==> src/rtl/if_prefetch_queue.sv <==
// Instruction-fetch front end: one-outstanding word fetch into a DEPTH-entry {inst,pc} queue; IF_PREFETCH_PERF_EN adds perf counters.
// Latency: request 1 cycle after a slot is known free; instruction on inst 1 cycle after mem_ack.
// Backpressure: inst_ready low fills the queue; no request is issued unless its response is sure to fit.

module if_pfq_fifo #(
    parameter int DEPTH = 4,
    parameter int W     = 96
) (
    input  logic                   CLK,
    input  logic                   reset,
    input  logic                   i_flush,
    input  logic                   i_push,
    input  logic [W-1:0]           i_push_dat,
    input  logic                   i_pop,
    output logic [W-1:0]           o_head_dat,
    output logic [$clog2(DEPTH):0] o_count
);
    localparam int AW = $clog2(DEPTH);

    logic [W-1:0]  r_mem [DEPTH];
    logic [AW-1:0] r_wptr;
    logic [AW-1:0] r_rptr;
    logic [AW:0]   r_count;

    always_ff @(posedge CLK) begin
        if (reset || i_flush) begin
            r_wptr  <= '0;
            r_rptr  <= '0;
            r_count <= '0;
        end else begin
            if (i_push) r_wptr <= r_wptr + 1'b1;
            if (i_pop)  r_rptr <= r_rptr + 1'b1;
            r_count <= r_count + {{AW{1'b0}}, i_push} - {{AW{1'b0}}, i_pop};
        end
    end

    always_ff @(posedge CLK) begin
        if (i_push && !i_flush) r_mem[r_wptr] <= i_push_dat;
    end

    assign o_head_dat = r_mem[r_rptr];
    assign o_count    = r_count;
endmodule

module if_prefetch_queue #(
    parameter int DEPTH = 4,
    parameter int PC_W  = 64
) (
    input  logic                   CLK,
    input  logic                   reset,
    input  logic [PC_W-1:0]        startpc,
    input  logic                   redirect,
    input  logic [PC_W-1:0]        redirect_pc,
    output logic                   mem_req,
    output logic [PC_W-1:0]        mem_addr,
    input  logic                   mem_ack,
    input  logic [31:0]            mem_rdata,
    output logic                   inst_valid,
    input  logic                   inst_ready,
    output logic [31:0]            inst,
    output logic [PC_W-1:0]        inst_pc,
`ifdef IF_PREFETCH_PERF_EN
    output logic [31:0]            perf_fetched,
    output logic [31:0]            perf_flushed,
`endif
    output logic [$clog2(DEPTH):0] count
);
    localparam int CW = $clog2(DEPTH) + 1;
    localparam logic [CW-1:0] FULL = CW'(DEPTH);

    typedef enum logic [1:0] {IDLE, REQ, DROP} state_t;

    typedef struct packed {
        logic [31:0]     inst;
        logic [PC_W-1:0] pc;
    } entry_t;

    state_t          r_state;
    state_t          w_state_nxt;
    logic [PC_W-1:0] r_fetch_pc;
    logic [PC_W-1:0] w_fetch_pc_nxt;
    logic [PC_W-1:0] r_addr;
    logic [PC_W-1:0] w_addr_nxt;
    logic            w_push;
    logic            w_pop;
    logic [CW-1:0]   w_count;
    logic [CW-1:0]   w_count_nxt;
    entry_t          w_push_dat;
    entry_t          w_head;

    // Redirect wins over a coincident ack, so that response never enters the queue.
    assign w_push      = (r_state == REQ) & mem_ack & ~redirect;
    assign w_pop       = inst_valid & inst_ready;
    assign w_count_nxt = w_count + CW'(w_push) - CW'(w_pop);
    assign w_push_dat  = '{inst: mem_rdata, pc: r_addr};

    if_pfq_fifo #(
        .DEPTH (DEPTH),
        .W     ($bits(entry_t))
    ) u_fifo (
        .CLK        (CLK),
        .reset      (reset),
        .i_flush    (redirect),
        .i_push     (w_push),
        .i_push_dat (w_push_dat),
        .i_pop      (w_pop),
        .o_head_dat (w_head),
        .o_count    (w_count)
    );

    always_ff @(posedge CLK) begin
        if (reset) begin
            r_state    <= IDLE;
            r_fetch_pc <= startpc;
            r_addr     <= '0;
        end else begin
            r_state    <= w_state_nxt;
            r_fetch_pc <= w_fetch_pc_nxt;
            r_addr     <= w_addr_nxt;
        end
    end

    always_comb begin
        w_state_nxt    = r_state;
        w_fetch_pc_nxt = r_fetch_pc;
        w_addr_nxt     = r_addr;
        unique case (r_state)
            IDLE: begin
                if (redirect) begin
                    w_fetch_pc_nxt = redirect_pc;
                end else if (w_count_nxt < FULL) begin
                    w_state_nxt = REQ;
                    w_addr_nxt  = r_fetch_pc;
                end
            end
            REQ: begin
                if (redirect) begin
                    w_fetch_pc_nxt = redirect_pc;
                    w_state_nxt    = mem_ack ? IDLE : DROP;
                end else if (mem_ack) begin
                    w_fetch_pc_nxt = r_fetch_pc + PC_W'(4);
                    if (w_count_nxt < FULL) begin
                        w_addr_nxt = r_fetch_pc + PC_W'(4);
                    end else begin
                        w_state_nxt = IDLE;
                    end
                end
            end
            DROP: begin
                // Stale address stays on the bus until memory answers it.
                if (redirect) w_fetch_pc_nxt = redirect_pc;
                if (mem_ack)  w_state_nxt = IDLE;
            end
            default: w_state_nxt = IDLE;
        endcase
    end

    assign mem_req    = (r_state != IDLE);
    assign mem_addr   = r_addr;
    assign count      = w_count;
    assign inst_valid = (w_count != '0);
    assign inst       = inst_valid ? w_head.inst : '0;
    assign inst_pc    = inst_valid ? w_head.pc : '0;

`ifdef IF_PREFETCH_PERF_EN
    logic [31:0]   r_perf_fetched;
    logic [31:0]   r_perf_flushed;
    logic [CW-1:0] w_flush_cnt;
    logic [32:0]   w_fetched_sum;
    logic [32:0]   w_flushed_sum;

    // A request still in REQ is counted once here; its later ack in DROP is not recounted.
    assign w_flush_cnt   = w_count - CW'(w_pop) + CW'(r_state == REQ);
    assign w_fetched_sum = {1'b0, r_perf_fetched} + 33'(w_pop);
    assign w_flushed_sum = {1'b0, r_perf_flushed} + 33'(w_flush_cnt);

    always_ff @(posedge CLK) begin
        if (reset) begin
            r_perf_fetched <= '0;
            r_perf_flushed <= '0;
        end else begin
            r_perf_fetched <= w_fetched_sum[32] ? '1 : w_fetched_sum[31:0];
            if (redirect) r_perf_flushed <= w_flushed_sum[32] ? '1 : w_flushed_sum[31:0];
        end
    end

    assign perf_fetched = r_perf_fetched;
    assign perf_flushed = r_perf_flushed;
`endif
endmodule

==> config.mk <==
export PLATFORM = sky130hd
export DESIGN_NAME = if_prefetch_queue
export DESIGN_NICKNAME = d
export VERILOG_FILES = /design/src/rtl/if_prefetch_queue.sv
export SDC_FILE = /design/constraint.sdc
export NUM_CORES = 1
export LEC_CHECK = 0
export BUFFER_PORTS_ARGS = -buffer_cell sky130_fd_sc_hd__clkbuf_2
export CORE_ASPECT_RATIO = 1.5
export CORE_UTILIZATION = 40
export DETAILED_ROUTE_END_ITERATION = 7
export SYNTH_ARGS = -nofsm -noshare
export SYNTH_HDL_FRONTEND = slang
export SYNTH_SLANG_ARGS = --single-unit
==> constraint.sdc <==
create_clock -name CLK -period 7.5 [get_ports CLK]
set_input_delay 1.5 -clock CLK [delete_from_list [all_inputs] [get_ports CLK]]
set_output_delay 1.5 -clock CLK [all_outputs]
set_load 0.05 [all_outputs]
==> results.json, run 1 <==
{
  "cts.clk_slew.worst_paths_ps": 70,
  "p_comb_share_pct": 9.9,
  "final.setup_skew_ps": 14.87,
  "cp_max_fo": 44,
  "slew_violations": 0,
  "ant_nets": 0,
  "slew_headroom_pct": 25.64,
  "use_met2_pct": 36.54,
  "vias": 14480,
  "rr_worst_depth": 13,
  "synth_edf_count": 448,
  "floorplan.die.width_um": 196.9,
  "holdBufCountCts": 0,
  "drt_wl_total_um": 62100,
  "finalCritPeriodShare_pct": 66.29,
  "grt_pass1_wl_um": 92030,
  "place_ws_ps": 1950,
  "outcome": "completed",
  "track_usage_pct": 21.34,
  "p_sw_share_pct": 25.88,
  "multi_input_area_um2": 7362,
  "clkSinkCount": 523,
  "ys_seq_area_share_pct": 65.63,
  "crit_required_ps": 8000,
  "die_y_um": 294.3,
  "synth_common_cells": "edfxtp_1 (448), nand2_1 (157), and2_1 (104)",
  "synth_top_area_cell": "edfxtp_1",
  "timing.rr.end": "mem_addr[50]",
  "vias_per_cell": 5.404,
  "crit_type": "in -> reg",
  "seq_power_share_pct": 52.8,
  "fillers": 4990,
  "syn_area_um2": 22780,
  "drc": 0,
  "yosysMostFrequentCell": "edfxtp_1",
  "drt_iter0_drc": 935,
  "cp-start-kind": "primary input",
  "synth_top_cell_area_share_pct": 59.04,
  "hpwlAfterDp_um": 41190,
  "place_inst": 2590,
  "synth_fp_nets": 1767,
  "worst_setup_path_end_kind": "flip-flop",
  "ys_top_cells_by_area": "edfxtp_1 (59%), mux4_2 (9.5%), dfxtp_1 (6.6%), and2_1 (2.9%), nand2_1 (2.6%)",
  "crit_arrival_ps": 5470,
  "post_cts_buffers": 0,
  "seq_area_um2": 14960,
  "syn_area_per_cell_um2": 14.29,
  "top_usage_layer": "met2",
  "drive_gt1_share_pct": 29.02,
  "syn2layout_area_growth_pct": 17.05,
  "p_per_area_nw_per_um2": 242.6,
  "first_global_vias": 14500,
  "dr.pass1.iters": 5,
  "grt_remaining_overflow": 0,
  "grt_max_degree": 98,
  "core_area_um2": 55970,
  "max_slew.worst_pin.slew_ps": 1115,
  "ys_ff_latch": 523,
  "r2r-start": "r_state[0]",
  "cts.repair.resized": 0,
  "setup_violations": 0,
  "max_freq_ghz": 0.2012,
  "clk_path_buf_depth": 3,
  "yosys_warnings": 0,
  "grt_util_met1_pct": 27.67,
  "pin_count": 330,
  "pwr-share-clk_pct": 37.3,
  "synth_cells": 1594,
  "htreeDepth": 2,
  "io_buffers": 329,
  "rsz0062_at_grt": "false",
  "nets": 2058,
  "cts_tree": "done",
  "cts_inserted_buffers": 49,
  "leakagePower_nw": 9.307,
  "p_int_mw": 4.795,
  "routabilityCongestion": 0.8681,
  "wire_per_inst_um": 23.18,
  "period_needed_ps": 4971,
  "hold_viol": 0,
  "hp-class": "reg -> reg",
  "async_flop_share_pct": 0,
  "design_area_um2": 26670,
  "clock-root-buffer": "clkbuf_16",
  "antenna_cells": 0,
  "grt_util_met3_pct": 3.353,
  "hold_depth": 2,
  "rows": 106,
  "fin_ws_ps": 2529,
  "tns_ps": 0,
  "dieArea_um2": 57940,
  "drv_cap": 0,
  "worstHoldStart": "mem_addr[30]",
  "synth_cell_types": 62,
  "power.switching_mw": 1.675,
  "placed_area_um2": 25120,
  "ir_drop_uv": 149.1,
  "antenna_found_initial": 2,
  "worstHoldEndpoint": "mem_addr[30]",
  "power_mw": 6.470,
  "fin_cells": 2679,
  "clk_latency_ps": 570,
  "start_util_pct": 40.71,
  "regToRegSetupSlack_ps": 3470,
  "ys.flop_type": "edfxtp_1"
}
-- metrics by stage --
step,util [%],hold slack (ps)
CTS,47.65,496.3
global placement,44.89,478.9
detailed placement,44.89,484.6
floorplan,-,471.3
global route,47.65,517.3
finish,47.65,495.7
-- cells in the final DEF, fill, tap and decap left out, types with 12 or more instances in the layout --
cell and n:
xnor2_1 47, a211oi_1 18, inv_1 13, clkbuf_2 328
xor2_1 40, nor2_1 92, buf_4 20, clkbuf_16 53
o31ai_1 14, nand4_1 20, mux2i_1 16, mux4_2 96
and2_1 100, nor4_1 20, a21oi_1 38, nand3_1 35
or3_1 13, o21ai_0 68, edfxtp_1 448, o221ai_1 23
and3_1 12, nor3_1 35, nor3b_1 16, nand2_1 157
dfxtp_1 72
-- area by class of cell --
class | count | share of cell area, %
inverters | 11 | 0.1548
clock inverters | 28 | 0.6709
well taps | 756 | 3.547
flip-flops and latches | 523 | 56.11
clock buffers | 61 | 5.123
multi-input cells | 951 | 27.60
repair buffers | 349 | 6.793
-- critical path, cell delays in order --
cell,delay [ps]
clkbuf_2,170
nand2b_2,220
nor3b_1,730
inv_1,110
ha_1,310
inv_1,40
ha_1,180
fa_1,380
xnor2_1,360
nor3_2,80
buf_4,300
nor2_4,750
nand2_1,200
o21ai_2,90
-- routing by layer --
layer	share of wire [%]	wire, um
met4	2.8	1733
met1	41	25530
met2	50	31250
met5	0.037	23
met3	5.7	3565
-- power by group through the flow --
stage	Clock, mW	Combinational [mW]	Sequential [mW]
after floorplan	0	0.341	3.53
after global placement	0	0.636	3.48
after detailed placement	0	0.642	3.48
after CTS	2.48	0.645	3.42
after global routing	2.57	0.685	3.43
final	2.41	0.640	3.42
-- logic make-up after synthesis --
group           synth area share, %
xor+xnor                      3.344
simple gates                  12.48
compound gates                5.305
buf+inv                       2.224
flops                         65.63
fa+ha+maj                    0.4723
mux                           10.54
-- how the worst max path moves through the flow --
stage	start	end	slack, ps	cells past startpoint
5_1_grt	redirect	mem_addr[56]	2270	14
4_1_cts	redirect	mem_addr[56]	2510	14
6_report	redirect	mem_addr[50]	2530	14
3_5_place_dp	redirect	mem_addr[50]	1950	14
2_1_floorplan	redirect	u_fifo.r_mem[0][0]	2260	5
3_3_place_gp	redirect	mem_addr[20]	2110	13
-- sequential cells by signal, indices dropped and copies added, names as in the netlist, named ones only --
register,count
u_fifo.r_rptr,2
u_fifo.o_count,3
r_fetch_pc,64
u_fifo.r_mem,384
u_fifo.r_wptr,2
mem_addr,64
r_state,2
(Power assumes the default switching activity.)
==> run 2: changes to the inputs <==
==> constraint.sdc (replaced) <==
create_clock -name CLK -period 4.5 [get_ports CLK]
set_input_delay 0.9 -clock CLK [delete_from_list [all_inputs] [get_ports CLK]]
set_output_delay 0.9 -clock CLK [all_outputs]
set_load 0.05 [all_outputs]
==> run 2 against run 1 <==
Against the previous run: combinational power grew 67%; design area grew 0.83%; non-clock buffer count grew 12; first-iteration DRC count shrank 13%; final cell count grew 0.41%; highest routed layer unchanged; sequential share of layout area shrank 0.46 points; critical path depth shrank 10; via count shrank 0.15%; largest cell class unchanged.
==> results.json, run 2 (synthesis results as in run 1) <==
{
  "clock-root-buffer": "clkbuf_16",
  "finalCritPeriodShare_pct": 79.78,
  "design_area_um2": 26890,
  "rsz0062_at_grt": "false",
  "power_mw": 10.92,
  "dieArea_um2": 57940,
  "grt_pass1_wl_um": 92160,
  "antenna_found_initial": 4,
  "drc": 0,
  "routabilityCongestion": 0.8915,
  "leakagePower_nw": 9.418,
  "grt_max_degree": 93,
  "core_area_um2": 55970,
  "hp-class": "reg -> reg",
  "ant_nets": 0,
  "htreeDepth": 2,
  "largest_register_ffs": 384,
  "crit_slowest_cell": "buf_4",
  "crit_required_ps": 3600,
  "cts_inserted_buffers": 49,
  "final.setup_skew_ps": 31.26,
  "pin_count": 330,
  "crit_arrival_ps": 2690,
  "max_slew.worst_pin.slew_ps": 1041,
  "first_global_vias": 14710,
  "clkSinkCount": 523,
  "vias": 14460,
  "period_needed_ps": 3590,
  "die_y_um": 294.3,
  "syn2layout_area_growth_pct": 18.02,
  "hpwlAfterDp_um": 42180,
  "max_freq_ghz": 0.2786,
  "fin_util_pct": 48.04,
  "worst_setup_path_end_kind": "primary output",
  "start_util_pct": 40.71,
  "drive_gt1_share_pct": 29.33,
  "crit_type": "reg -> out",
  "tns_ps": 0,
  "final_cell_mix": "edfxtp_1 (448), clkbuf_2 (328), nand2_1 (157), and2_1 (100), mux4_2 (96)",
  "drt_iter0_drc": 809,
  "holdWs_ps": 507.1,
  "crit_path_max_incr_delay_ps": 820,
  "slew_headroom_pct": 29.98,
  "slew_violations": 0,
  "floorplan.die.width_um": 196.9,
  "io_buffers": 329,
  "nets": 2070,
  "setup_violations": 0,
  "cp_max_fo": 92,
  "final_common_cell": "edfxtp_1",
  "path_buf_inv": 2,
  "cts.repair.resized": 0,
  "placed_area_um2": 25300,
  "rows": 106,
  "outcome": "completed",
  "hold_viol": 0,
  "cp_top_family": "buffers and inverters",
  "top_register": "u_fifo.r_mem",
  "track_usage_pct": 21.37,
  "drt_wl_total_um": 61650,
  "cts_tree": "done",
  "clk_latency_ps": 590,
  "ir_drop_uv": 255.1,
  "p_per_area_nw_per_um2": 406.1,
  "drv_cap": 0,
  "fillers": 4961,
  "grt_remaining_overflow": 0,
  "critical_path.cell_chain": "or3_4 -> buf_4 -> and2_1 -> clkbuf_2",
  "vias_per_cell": 5.374,
  "wire_per_inst_um": 22.92,
  "cts.clk_slew.worst_paths_ps": 70,
  "clk_path_buf_depth": 3,
  "dr.pass1.iters": 5,
  "cp-start-kind": "flip-flop",
  "holdBufCountCts": 0,
  "post_cts_buffers": 0
}
run 2: cell types whose count changed in the layout (fill, tap and decap cells not counted), moves of 3 or more:
| cell | delta |
|---|---|
| buf_4 | +5 |
| clkbuf_1 | +4 |
| clkbuf_16 | -3 |
| clkinvlp_4 | -5 |
| bufinv_16 | +5 |
| buf_12 | +7 |
run 2: stage by stage:
stage	instances	setup slack, ps
2_1_floorplan	1594	163.2
3_3_place_gp	2602	622.4
3_5_place_dp	2602	509.7
4_1_cts	2689	801.2
5_1_grt	2689	688.6
6_report	2690	910.1
run 2: path summary, 6_finish.rpt:
check / to / depth (start not counted) / slack [ps] / from
max: inst_pc[53] / 4 / 910 / u_fifo.o_count[1]
min: mem_addr[1] / 2 / 510 / r_fetch_pc[1]
max reg2reg: mem_addr[19] / 12 / 950 / u_fifo.o_count[1]
min reg2reg: mem_addr[1] / 2 / 510 / r_fetch_pc[1]
run 2: report_power, final:
part / switching [mW] / leakage, nW / total (mW) / internal (mW)
combinational: 0.739 / 3.84 / 1.07 / 0.328
clock: 1.76 / 0.778 / 4.15 / 2.39
sequential: 0.243 / 4.80 / 5.70 / 5.46
run 2: metal layers:
metal | vias to the layer above | GRT usage (%) | wire, um
met4 | 8 | 8.546 | 2242
met5 | - | 0 | 54
met1 | 7214 | 27.27 | 25440
li1 | 6664 | - | -
met3 | 111 | 3.868 | 3647
met2 | 458 | 35.90 | 30260
run 2: tightest hold or removal path: cells and delay by family (launching register included):
kind / cells / cell delay [ps]
compound gates: 1 / 100
simple gates: 1 / 50
flops: 1 / 320
run 2: cell type report:
type | count | area [um^2] | share of cell area [%]
Clock inverter | 25 | 279.0 | 1.038
Timing Repair Buffer | 361 | 1989 | 7.398
Antenna cell | 1 | 2.502 | 0.009306
Sequential cell | 523 | 14960 | 55.65
Clock buffer | 62 | 1306 | 4.858
Multi-Input combinational cell | 951 | 7362 | 27.38
Tap cell | 756 | 945.9 | 3.518
Inverter | 11 | 41.29 | 0.1536
